===== src/rtl/shift_cmd_sequencer_if.sv =====
// Command channel into the shift-register sequencer: one op with its data and
// repeat count per valid/ready handshake.
interface shift_cmd_sequencer_if #(
   parameter int W  = 8,
   parameter int CW = 4
);
   logic          cmd_valid;
   logic          cmd_ready;
   logic [1:0]    cmd_op;
   logic [W-1:0]  cmd_data;
   logic [CW-1:0] cmd_count;

   modport master (
      output cmd_valid,
      output cmd_op,
      output cmd_data,
      output cmd_count,
      input  cmd_ready
   );

   modport slave (
      input  cmd_valid,
      input  cmd_op,
      input  cmd_data,
      input  cmd_count,
      output cmd_ready
   );
endinterface


===== src/rtl/shift_cmd_sequencer.sv =====
// Queues LOAD/SHL/SHR/HOLD commands and drives the universal shift register,
// tracking its contents in a shadow copy so idle cycles reload the same value.
module shift_cmd_sequencer #(
   parameter int W     = 8,
   parameter int CW    = 4,
   parameter int DEPTH = 4
) (
   input  logic                 clk,
   input  logic                 reset,
   shift_cmd_sequencer_if.slave cmd,
   output logic                 shift_left,
   output logic                 shift_right,
   output logic [W-1:0]         parallel_in,
   output logic [W-1:0]         shadow,
   output logic                 busy,
   output logic                 done
);

   typedef enum logic [1:0] {
      OP_LOAD = 2'b00,
      OP_SHL  = 2'b01,
      OP_SHR  = 2'b10,
      OP_HOLD = 2'b11
   } op_t;

   typedef enum logic [1:0] {
      IDLE = 2'b00,
      EXEC = 2'b01,
      DONE = 2'b10
   } state_t;

   localparam int AW = $clog2(DEPTH);
   localparam int EW = 2 + W + CW;
   localparam logic [AW:0]   PTR_ONE = 1;
   localparam logic [CW-1:0] CNT_ONE = 1;

   state_t        state;
   state_t        state_next;

   logic [EW-1:0] fifo_mem [DEPTH];
   logic [AW:0]   wr_ptr;
   logic [AW:0]   rd_ptr;
   logic          fifo_full;
   logic          fifo_empty;
   logic          push;
   logic          pop;
   logic [EW-1:0] head;
   op_t           head_op;
   logic [W-1:0]  head_data;
   logic [CW-1:0] head_count;

   op_t           cur_op;
   logic [W-1:0]  cur_data;
   logic [CW-1:0] cnt;

   // Extra pointer bit distinguishes a full FIFO from an empty one.
   assign fifo_empty    = (wr_ptr == rd_ptr);
   assign fifo_full     = (wr_ptr[AW] != rd_ptr[AW]) &&
                          (wr_ptr[AW-1:0] == rd_ptr[AW-1:0]);
   assign cmd.cmd_ready = !fifo_full;
   assign push          = cmd.cmd_valid && !fifo_full;
   assign pop           = (state == IDLE) && !fifo_empty;

   assign head       = fifo_mem[rd_ptr[AW-1:0]];
   assign head_op    = op_t'(head[EW-1 -: 2]);
   assign head_data  = head[CW +: W];
   assign head_count = head[CW-1:0];

   always_ff @(posedge clk) begin
      if (push) begin
         fifo_mem[wr_ptr[AW-1:0]] <= {cmd.cmd_op, cmd.cmd_data, cmd.cmd_count};
      end
   end

   always_ff @(posedge clk) begin
      if (reset) begin
         wr_ptr <= '0;
         rd_ptr <= '0;
      end else begin
         if (push) begin
            wr_ptr <= wr_ptr + PTR_ONE;
         end
         if (pop) begin
            rd_ptr <= rd_ptr + PTR_ONE;
         end
      end
   end

   // The shadow follows exactly what the register will do on each edge.
   always_ff @(posedge clk) begin
      if (reset) begin
         cur_op   <= OP_LOAD;
         cur_data <= '0;
         cnt      <= '0;
         shadow   <= '0;
      end else begin
         if (pop) begin
            cur_op   <= head_op;
            cur_data <= head_data;
            cnt      <= head_count;
         end
         if (state == EXEC) begin
            case (cur_op)
               OP_LOAD: shadow <= cur_data;
               OP_SHL: begin
                  shadow <= {shadow[W-2:0], 1'b0};
                  cnt    <= cnt - CNT_ONE;
               end
               OP_SHR: begin
                  shadow <= {1'b0, shadow[W-1:1]};
                  cnt    <= cnt - CNT_ONE;
               end
               default: cnt <= cnt - CNT_ONE;
            endcase
         end
      end
   end

   always_ff @(posedge clk) begin
      if (reset) begin
         state <= IDLE;
      end else begin
         state <= state_next;
      end
   end

   // A zero-count action has nothing to execute, so it skips straight to DONE.
   always_comb begin
      state_next = state;
      case (state)
         IDLE: begin
            if (!fifo_empty) begin
               if ((head_op != OP_LOAD) && (head_count == '0)) begin
                  state_next = DONE;
               end else begin
                  state_next = EXEC;
               end
            end
         end
         EXEC: begin
            if ((cur_op == OP_LOAD) || (cnt == CNT_ONE)) begin
               state_next = DONE;
            end
         end
         DONE:    state_next = IDLE;
         default: state_next = IDLE;
      endcase
   end

   always_comb begin
      shift_left  = 1'b0;
      shift_right = 1'b0;
      parallel_in = shadow;
      done        = (state == DONE);
      busy        = (state != IDLE) || !fifo_empty;
      if (state == EXEC) begin
         case (cur_op)
            OP_LOAD: parallel_in = cur_data;
            OP_SHL:  shift_left  = 1'b1;
            OP_SHR:  shift_right = 1'b1;
            default: parallel_in = shadow;
         endcase
      end
   end

endmodule


===== src/flat_wrapper.sv =====
// flat-port wrapper written by rule: the top's interface ports become plain ports
module shift_cmd_sequencer_flat 
#(
   parameter int W     = 8,
   parameter int CW    = 4,
   parameter int DEPTH = 4
)
  (clk, reset, shift_left, shift_right, parallel_in, shadow, busy, done, cmd_cmd_valid, cmd_cmd_op, cmd_cmd_data, cmd_cmd_count, cmd_cmd_ready);
  shift_cmd_sequencer_if #(.W(W), .CW(CW)) cmd_i ();
  input  logic clk;
  input  logic reset;
  output logic shift_left;
  output logic shift_right;
  output logic [W-1:0] parallel_in;
  output logic [W-1:0] shadow;
  output logic busy;
  output logic done;
  input wire logic [$bits(cmd_i.cmd_valid)-1:0] cmd_cmd_valid;
  input wire logic [$bits(cmd_i.cmd_op)-1:0] cmd_cmd_op;
  input wire logic [$bits(cmd_i.cmd_data)-1:0] cmd_cmd_data;
  input wire logic [$bits(cmd_i.cmd_count)-1:0] cmd_cmd_count;
  output wire logic [$bits(cmd_i.cmd_ready)-1:0] cmd_cmd_ready;
  assign cmd_i.cmd_valid = cmd_cmd_valid;
  assign cmd_i.cmd_op = cmd_cmd_op;
  assign cmd_i.cmd_data = cmd_cmd_data;
  assign cmd_i.cmd_count = cmd_cmd_count;
  assign cmd_cmd_ready = cmd_i.cmd_ready;
  shift_cmd_sequencer #(.W(W), .CW(CW), .DEPTH(DEPTH)) u_core (.clk(clk), .reset(reset), .cmd(cmd_i), .shift_left(shift_left), .shift_right(shift_right), .parallel_in(parallel_in), .shadow(shadow), .busy(busy), .done(done));
endmodule

===== config.mk =====
export PLATFORM = sky130hd
export DESIGN_NAME = shift_cmd_sequencer_flat
export DESIGN_NICKNAME = d
export VERILOG_FILES = /design/src/rtl/shift_cmd_sequencer_if.sv /design/src/rtl/shift_cmd_sequencer.sv /design/src/flat_wrapper.sv
export SDC_FILE = /design/constraint.sdc
export NUM_CORES = 1
export LEC_CHECK = 0
export CAP_MARGIN = 10
export CELL_PAD_IN_SITES_DETAIL_PLACEMENT = 1
export CELL_PAD_IN_SITES_GLOBAL_PLACEMENT = 1
export CORE_MARGIN = 5
export CORE_UTILIZATION = 30
export CTS_BUF_LIST = sky130_fd_sc_hd__clkbuf_8
export CTS_CLUSTER_DIAMETER = 100
export CTS_CLUSTER_SIZE = 10
export DETAILED_ROUTE_END_ITERATION = 10
export DONT_BUFFER_PORTS = 1
export PLACE_DENSITY_LB_ADDON = 0.3
export RECOVER_POWER = 50
export SLEW_MARGIN = 20
export SYNTH_ARGS = -nofsm -noshare
export SYNTH_HDL_FRONTEND = slang
export SYNTH_SLANG_ARGS = --single-unit

===== constraint.sdc =====
create_clock -name clk -period 2.64 [get_ports clk]
set_input_delay 0.528 -clock clk [delete_from_list [all_inputs] [get_ports clk]]
set_output_delay 0.528 -clock clk [all_outputs]
set_load 0.05 [all_outputs]

==> results.yml <==
global_route:
  number_of_global_route_vias_before_repair: 2288
  initial_antenna_violation_count: 0
  grt_util_met1_pct: 14.7
  grt_pass1_wl_um: 12700
  grt_util_met2_pct: 17.3
  overflow_left_after_global_routing: 0
  pin_count_of_the_biggest_net_entering_global_routing: 33
  groute.usage.overall_pct: 11.4
  globalRoute.busiestLayer: "met2"
  grt_use_met3_pct: 3.68
final_layout:
  layout_cell_share_with_drive_strength_beyond_1_pct: 15.1
  area.growth.synth_to_final_pct: 12.4
  layout.core_utilization_pct: 34.4
  nets: 321
  n_antenna_cell: 0
drt:
  wl_um: 7720
  vias_per_inst: 4.61
  antenna_violating_nets_remaining: 0
  via_count: 2146
  routedWlPerCell_um: 16.6
  drtIter0Drc: 120
  pre_repair_dr_iteration_count: 4
  route.detailed.drc: 0
cts:
  path_clk_slew_ns: 0.08
  post_cts_repair_setup_buffers: 0
  clock_latency_ns: 0.36
  cts.repair.resized: 0
  cts_inserted_buffers: 9
  clock_tree.root_cell: "sky130_fd_sc_hd__clkbuf_8"
  clkSinkCount: 88
  clockBufferDepth: 2
  tritoncts: "built"
  number_of_levels_the_h_tree_was_split_into: 3
  post_cts_hold_buffer_count: 0
sta:
  timing.final.crit_period_ns: 2.40
  final.setup.tns_ns: 0
  worst_slew_margin_relative_to_its_limit_pct: 45.7
  hold_violations: 0
  setup_clock_skew_after_layout_ns: 0.0108
  worst-slew-pin-transition_ns: 0.814
  setup_repair_after_global_routing_missed_its_margin: "false"
  timing.final.max_slew_violations: 0
  period_share_pct: 90.8
  fmax_ghz: 0.417
  final_number_of_setup_violating_endpoints: 0
synthesis:
  synth_seq_area_share_pct: 62.9
  synth_largest_type_area_fraction_pct: 45.5
  synth-seq-cells: 88
  post_synth_instance_area_um2: 3690
  post-synth-top-area-cell: "sky130_fd_sc_hd__edfxtp_1"
  synth_cell_types: 36
  syn_nets: 306
  synth_area_leaders: "sky130_fd_sc_hd__edfxtp_1 46%, sky130_fd_sc_hd__dfxtp_1 17%, sky130_fd_sc_hd__mux4_2 8.5%"
  post_synth.cell_area_avg_um2: 13.3
  yosys_warnings: 0
  synth_cells: 278
worst_setup_path:
  critical_path.startpoint_type: "register"
  crit_fanout: 8
  timing.critical_path.required_ns: 2.11
  worstSetupEndpointType: "primary output"
  crit_start: "u_core.cur_op[0]"
  timing.critical_path.to: "parallel_in[4]"
  reg2reg_setup_slack_ns: 0.62
  ff2ff_path_depth: 4
  crit_type: "reg -> out"
  worst_r2r_endpoint: "u_core.state[1]"
  cp.arrival_ns: 1.87
place:
  place.gp.congestion: 0.768
  placement.io_buffers: 0
  place.detailed.hpwl_um: 5550
floorplan:
  floorplan.die.width_um: 121
  num_rows: 40
  top_level_ports: 38
  dieArea_um2: 14600
  effective_utilization_at_floorplan_pct: 30.6
  core_region_area_um2: 12100
  die_h_um: 121
pwr:
  power-per-cell-area_nw_per_um2: 1080
  report.power.total_mw: 4.51
  leakagePower_nw: 1.38
  ir_drop_mv: 0.308
min_path:
  hold_class: "in -> reg"
run_status:
  outcome: "completed"
flow_run:
  max_cap_violations: 0
worst max-delay path, cell delays in order, from the launching register on:
cell,delay (ns)
sky130_fd_sc_hd__dfxtp_1,0.38
sky130_fd_sc_hd__inv_1,0.08
sky130_fd_sc_hd__ha_1,0.24
sky130_fd_sc_hd__nand2_1,0.30
sky130_fd_sc_hd__mux2_2,0.51
layer usage:
layer	share of wire [%]	wire length [um]
met1	45	3470
met2	48	3670
met3	5.8	444
met4	1.7	131
met5	0	0
metrics by stage:
step / area, um2 / setup WS (ns) / hold slack (ns) / cells
5_1_grt: 4150 / 0.0877 / 0.203 / 466
2_1_floorplan: 3690 / 0.791 / 0.442 / 278
3_5_place_dp: 3980 / 0.602 / 0.475 / 450
6_report: 4150 / 0.243 / 0.234 / 466
3_3_place_gp: 3980 / 0.643 / 0.470 / 450
4_1_cts: 4190 / 0.209 / 0.210 / 466
placed cells by master (no fill, tap or decap), drive strengths merged, types with 4 or more instances in the layout:
cell | netlist | routed
clkbuf | 11 | 19
nor2 | 14 | 14
nand3 | 5 | 5
a21oi | 20 | 20
buf | 2 | 7
and2 | 6 | 6
ha | 11 | 11
nand2 | 43 | 43
mux2 | 8 | 8
a22oi | 7 | 7
xor2 | 4 | 4
dfxtp | 32 | 32
mux4 | 14 | 14
inv | 7 | 8
o211ai | 6 | 6
edfxtp | 56 | 56
nor2b | 4 | 4
worst min path at each step:
| stage | start | slack [ns] | end | cells after the start |
|---|---|---|---|---|
| 5_1_grt | reset | 0.20 | u_core.cur_data[1] | 1 |
| 3_3_place_gp | u_core.cnt[3] | 0.47 | u_core.cnt[3] | 2 |
| 4_1_cts | reset | 0.21 | u_core.cur_data[2] | 1 |
| 6_report | reset | 0.23 | u_core.wr_ptr[1] | 1 |
| 2_1_floorplan | u_core.cur_data[0] | 0.44 | u_core.cur_data[0] | 2 |
| 3_5_place_dp | u_core.cur_data[3] | 0.47 | u_core.cur_data[3] | 2 |
cells in the mapped netlist:
cell type / count
sky130_fd_sc_hd__a211oi_2: 1
sky130_fd_sc_hd__a21o_1: 1
sky130_fd_sc_hd__a21oi_1: 20
sky130_fd_sc_hd__a22oi_1: 7
sky130_fd_sc_hd__a311oi_1: 2
sky130_fd_sc_hd__a31oi_1: 3
sky130_fd_sc_hd__and2_1: 6
sky130_fd_sc_hd__buf_2: 1
sky130_fd_sc_hd__buf_6: 1
sky130_fd_sc_hd__clkbuf_1: 11
sky130_fd_sc_hd__dfxtp_1: 32
sky130_fd_sc_hd__edfxtp_1: 56
sky130_fd_sc_hd__ha_1: 11
sky130_fd_sc_hd__inv_1: 7
sky130_fd_sc_hd__mux2_2: 8
sky130_fd_sc_hd__mux2i_1: 1
sky130_fd_sc_hd__mux4_2: 14
sky130_fd_sc_hd__nand2_1: 43
sky130_fd_sc_hd__nand2b_1: 3
sky130_fd_sc_hd__nand3_1: 5
sky130_fd_sc_hd__nor2_1: 14
sky130_fd_sc_hd__nor2b_1: 4
sky130_fd_sc_hd__nor3_1: 2
sky130_fd_sc_hd__o211a_1: 1
sky130_fd_sc_hd__o211ai_1: 6
sky130_fd_sc_hd__o21ai_0: 2
sky130_fd_sc_hd__o21ai_1: 1
sky130_fd_sc_hd__o31a_1: 2
sky130_fd_sc_hd__o31ai_1: 1
sky130_fd_sc_hd__or2_0: 1
sky130_fd_sc_hd__or3_1: 1
sky130_fd_sc_hd__or3b_1: 1
sky130_fd_sc_hd__or4_1: 1
sky130_fd_sc_hd__or4_4: 1
sky130_fd_sc_hd__xnor2_1: 3
sky130_fd_sc_hd__xor2_1: 4
logic make-up after synthesis:
| kind of cell | share of synthesized area, % |
|---|---|
| DFF | 62.9 |
| adders and majority gates | 3.72 |
| and+or+nand+nor | 10.0 |
| xor gates and xnor gates | 1.66 |
| muxes | 11.2 |
| AOI/OAI and AO/OA | 8.23 |
| buffers and inverters | 2.27 |
power by group:
group / total [mW] / switching (mW) / internal (mW)
logic: 1.66 / 1.14 / 0.524
clock network: 0.992 / 0.467 / 0.525
registers: 1.85 / 0.170 / 1.68
sequential cells by signal, indices dropped and copies added (netlist names), named ones only:
| signal | cells |
|---|---|
| u_core.shadow | 8 |
| u_core.cnt | 4 |
| u_core.cur_data | 8 |
| u_core.cur_op | 2 |
| u_core.fifo_mem | 56 |
| u_core.state | 2 |
| u_core.wr_ptr | 3 |
| u_core.rd_ptr | 3 |
cell type report:
type / instances / area, um2
multi-input combinational: 170 / 1290
timing repair buffer: 17 / 90.1
clock inverter: 7 / 87.6
tap: 168 / 210
fill: 1291 / 7910
inverter: 7 / 26.3
clock buffer: 9 / 124
sequential: 88 / 2320
No activity file was read; power rests on OpenSTA's default activity.
